## config.mk

```make
export PLATFORM = sky130hd
export DESIGN_NAME = wb_cmd_master
export DESIGN_NICKNAME = d
export VERILOG_FILES = /design/src/rtl/wb_cmd_master.sv
export SDC_FILE = /design/constraint.sdc
export NUM_CORES = 1
export LEC_CHECK = 0
export BUFFER_PORTS_ARGS = -buffer_cell sky130_fd_sc_hd__buf_2
export CAP_MARGIN = 10
export CORE_MARGIN = 5
export CORE_UTILIZATION = 46
export CTS_BUF_LIST = sky130_fd_sc_hd__clkbuf_4 sky130_fd_sc_hd__clkbuf_8
export DETAILED_ROUTE_END_ITERATION = 6
export PLACE_DENSITY_LB_ADDON = 0.1
export SLEW_MARGIN = 20
export SYNTH_ARGS = -nofsm -noshare
export SYNTH_HDL_FRONTEND = slang
export SYNTH_SLANG_ARGS = --single-unit
```

## constraint.sdc

```tcl
create_clock -name wb_clk_i -period 2 [get_ports wb_clk_i]
set_clock_uncertainty 0.1 [all_clocks]
set_input_delay 0.5 -clock wb_clk_i [delete_from_list [all_inputs] [get_ports wb_clk_i]]
set_output_delay 0.5 -clock wb_clk_i [all_outputs]
set_load 0.05 [all_outputs]
```

## src/rtl/wb_cmd_master.sv

```systemverilog
// Wishbone B4 classic initiator: turns one ready/valid command into one single
// read/write bus cycle and returns read data or a timeout error as a response.
module wb_cmd_master #(
    parameter int TIMEOUT = 255,
    parameter int TO_W    = 8
) (
    input  logic        wb_clk_i,
    input  logic        wb_rst_i,
    input  logic        cmd_valid,
    output logic        cmd_ready,
    input  logic        cmd_we,
    input  logic [31:0] cmd_adr,
    input  logic [31:0] cmd_dat,
    input  logic [3:0]  cmd_sel,
    output logic        rsp_valid,
    input  logic        rsp_ready,
    output logic [31:0] rsp_dat,
    output logic        rsp_err,
    output logic        wbm_cyc_o,
    output logic        wbm_stb_o,
    output logic        wbm_we_o,
    output logic [3:0]  wbm_sel_o,
    output logic [31:0] wbm_adr_o,
    output logic [31:0] wbm_dat_o,
    input  logic [31:0] wbm_dat_i,
    input  logic        wbm_ack_i,
    output logic        busy
);

    localparam logic [1:0] IDLE = 2'd0;
    localparam logic [1:0] BUS  = 2'd1;
    localparam logic [1:0] RESP = 2'd2;

    localparam logic [TO_W-1:0] TO_LAST = TO_W'(TIMEOUT - 1);

    logic [1:0]      state_reg;
    logic [TO_W-1:0] to_cnt_reg;
    logic            cyc_reg;
    logic            we_reg;
    logic [3:0]      sel_reg;
    logic [31:0]     adr_reg;
    logic [31:0]     dat_reg;
    logic [31:0]     rsp_dat_reg;
    logic            rsp_err_reg;

    always_ff @(posedge wb_clk_i) begin
        if (wb_rst_i) begin
            state_reg   <= IDLE;
            to_cnt_reg  <= '0;
            cyc_reg     <= 1'b0;
            we_reg      <= 1'b0;
            sel_reg     <= '0;
            adr_reg     <= '0;
            dat_reg     <= '0;
            rsp_dat_reg <= '0;
            rsp_err_reg <= 1'b0;
        end else begin
            case (state_reg)
                IDLE: begin
                    if (cmd_valid) begin
                        we_reg     <= cmd_we;
                        sel_reg    <= cmd_sel;
                        adr_reg    <= cmd_adr;
                        dat_reg    <= cmd_dat;
                        cyc_reg    <= 1'b1;
                        to_cnt_reg <= '0;
                        state_reg  <= BUS;
                    end
                end
                BUS: begin
                    // ACK takes priority over a timeout landing on the same cycle
                    if (wbm_ack_i) begin
                        cyc_reg     <= 1'b0;
                        we_reg      <= 1'b0;
                        rsp_dat_reg <= we_reg ? 32'd0 : wbm_dat_i;
                        rsp_err_reg <= 1'b0;
                        state_reg   <= RESP;
                    end else if (to_cnt_reg == TO_LAST) begin
                        cyc_reg     <= 1'b0;
                        we_reg      <= 1'b0;
                        rsp_dat_reg <= 32'd0;
                        rsp_err_reg <= 1'b1;
                        state_reg   <= RESP;
                    end else begin
                        to_cnt_reg <= to_cnt_reg + 1'b1;
                    end
                end
                RESP: begin
                    if (rsp_ready) begin
                        state_reg <= IDLE;
                    end
                end
                default: state_reg <= IDLE;
            endcase
        end
    end

    assign cmd_ready = (state_reg == IDLE);
    assign rsp_valid = (state_reg == RESP);
    assign busy      = (state_reg != IDLE);
    assign rsp_dat   = rsp_dat_reg;
    assign rsp_err   = rsp_err_reg;
    assign wbm_cyc_o = cyc_reg;
    assign wbm_stb_o = cyc_reg;
    assign wbm_we_o  = we_reg;
    assign wbm_sel_o = sel_reg;
    assign wbm_adr_o = adr_reg;
    assign wbm_dat_o = dat_reg;

endmodule

```

==> impl_metrics.toml <==
[status]
status = "complete, no violations"

[timing]
final.hold.worst_slack_ns = 0.1902
worstMarginPinSlew_ns = 0.5543
max-slew-margin-rel_pct = 62.80
finalCritPeriodShare_pct = 95.88
postLayoutSetupSlackWorst_ns = 0.08239
fmax_ghz = 0.5215
count_of_final_hold_check_violations = 0
fin_setup_tns_ns = 0
setup_viol_count_final = 0
fin_crit_ns = 1.918
report.final.slew_viol_count = 0

[global_routing]
globalRoute.totalOverflow = 0
global_route.usage.total_pct = 21.00
grt_pass1_vias = 3693
first_pass_grt_wire_length_mm = 17.35
antenna_found_initial = 0
grt_start_max_net_pins = 70

[clock_network]
cts_tree = "yes"
cts.path.max_buffers = 2
cts.reportedPaths.clkPinSlew_ns = 0.07
post_cts_hold_buffer_count = 0
cts_sinks = 113
cts_buffers = 17
clock_tree.htree_level_count = 4
cts_root_buf = "clkbuf_8"
clock_insertion_delay_worst_skew_ns = 0.43

[power_and_ir_drop]
p_seq_share_pct = 42.8
p_sw_share_pct = 30.77
totalPowerFinal_mw = 5.693
ir_worst_vdd_v = 0.0005794
share_clk_of_total_power_pct = 39.0
switching_power_mw = 1.752
p_leak_nw = 2.776
share_comb_of_total_power_pct = 18.3
power_density_nw_per_um2 = 1003
internal_power_mw = 3.941

[die]
chipHeight_um = 102.6
dieArea_um2 = 10530
ios = 213
die-width_um = 102.6
initial_core_util_pct = 47.54
core.rowCount = 33
core_area_um2 = 8299

[drt]
met3_wirelength_mm = 1.350
route.top_layer_used = "met4"
routed_wirelength_mm = 11.90
drt_first_iter_violations = 121
route.vias.total = 3915
route.met2.wl_mm = 5.836
wl_per_cell_um = 15.23
drt-vias-per-instance = 5.013
m1WireLength_mm = 4.522
detail_route.first_pass.iterations = 4
final_antenna_net_count = 0
remaining_drc_errors = 0

[synth]
count_of_cell_types_in_the_netlist = 36
synth_top_flop_cell = "dfxtp_1"
postSynth.asyncResetShare_pct = 0
count_of_warnings_emitted_by_yosys = 0
synth_sequential_area_ratio_pct = 57.34
mappedNetlistNets = 549
synthDominantAreaCellType = "dfxtp_1"
syn_area_um2 = 3945
avgSynthCellArea_um2 = 8.946
synth_top_area_share_pct = 57.34
synth.cells.most_frequent = "nand2_1 (140), dfxtp_1 (113), a21oi_1 (73)"
synth-seq-cells = 113
synth-edff-count = 0
largest_cells_by_area_after_synthesis = "dfxtp_1 (57%), nand2_1 (13%), a21oi_1 (9.3%)"
post-synth-top-count-cell = "nand2_1"
postSynthCellCount = 441

[critical_path]
ff2ff_setup_slack_ns = 0.11
cp-startpoint = "state_reg[1]"
start_kind = "flip-flop"
path_max_fanout = 5
worstRegToRegCells = 6
timing.critical_path.arrival_ns = 1.32
reg2reg_from = "to_cnt_reg[0]"
timing.setup.critical_path_class = "reg2out"
cp.required_ns = 1.40
category_of_the_worst_setup_path_capture_point = "primary output"

[finish]
final.fill_count = 720
antennaDiodeCount = 0
layout-area-overhead-vs-synth_pct = 43.83
layout.core_utilization_pct = 68.37
final_nets = 771
final_layout_size_suffix_gt1_share_pct = 40.53

[placement]
detailedPlacementHpwl_mm = 8.131
post-place-ws_ns = -0.2391
routability_driven_placement_congestion_ratio = 0.8187
io_buffers = 212

[hold_path]
hold_path_class = "in2reg"
min_from = "wbm_dat_i[21]"
holdPathStages = 2

[flow_run]
maxCapViolations = 0
==> through the flow <==
step / cells / area, µm²
finish: 781 / 5674
global placement: 745 / 5172
floorplan: 441 / 3948
detailed placement: 745 / 5180
CTS: 778 / 5615
global route: 781 / 5674
==> logic make-up (layout without fill, tap and decap cells) <==
family,count (synthesis),in the layout,share of synthesized area [%]
AND/OR/NAND/NOR,172,173,18.74
AO/OA/AOI/OAI,118,119,19.03
flip-flops,113,113,57.34
buffers and inverters,34,267,3.679
adder cells (fa/ha/maj),2,2,0.6342
multiplexers,2,2,0.5708
==> layer usage <==
metal  global-route usage [%]  vias up
met5                        0        -
met4                    9.183        0
met3                    10.15       15
met2                    34.91      171
met1                    22.75     1780
li1                         -     1949
==> worst max-delay path, cell delays in order, from the launching register on <==
cell,delay (ns)
dfxtp_1,0.33
buf_4,0.15
nor2b_1,0.19
buf_4,0.23
==> power by group through the flow <==
stage	clock network, mW	logic (mW)	registers [mW]
detailed placement	0	1.02	2.48
global route	2.38	1.10	2.45
CTS	2.27	1.03	2.43
finish	2.22	1.04	2.43
floorplan	0	0.288	2.89
global placement	0	1.01	2.48
==> final cells by class <==
type	instances	area (µm²)	area share (%)
Multi-Input combinational cell	296	1593	28.07
Clock buffer	19	255.2	4.498
Sequential cell	113	2262	39.87
Inverter	4	15.01	0.2646
Timing Repair Buffer	231	1256	22.14
Tap cell	105	131.4	2.315
Clock inverter	13	161.4	2.845
==> timing repair <==
action	in CTS	in global routing
resized for setup	1	3
pin swaps	0	1
gates cloned	1	1
endpoints found under the setup margin	32	33
setup buffers	0	2
==> placed cells by master, fill, tap and decap left out, drive strengths merged, types with 2 or more instances in the layout <==
master / n
a211o: 2
a21oi: 74
a22o: 32
a31oi: 3
a41oi: 2
and2: 2
and2b: 2
and3: 4
buf: 231
bufinv: 3
clkbuf: 19
clkinv: 5
clkinvlp: 4
dfxtp: 113
ha: 2
inv: 5
mux2: 2
nand2: 140
nand2b: 3
nand3: 3
nor2: 6
nor2b: 2
nor3: 2
nor3b: 4
==> worst paths after layout <==
check             endpoint
max              rsp_valid
min            rsp_dat[21]
max reg2reg    rsp_dat[10]
min reg2reg  wbm_adr_o[26]
Note: power is estimated with default switching activity, not from simulation.
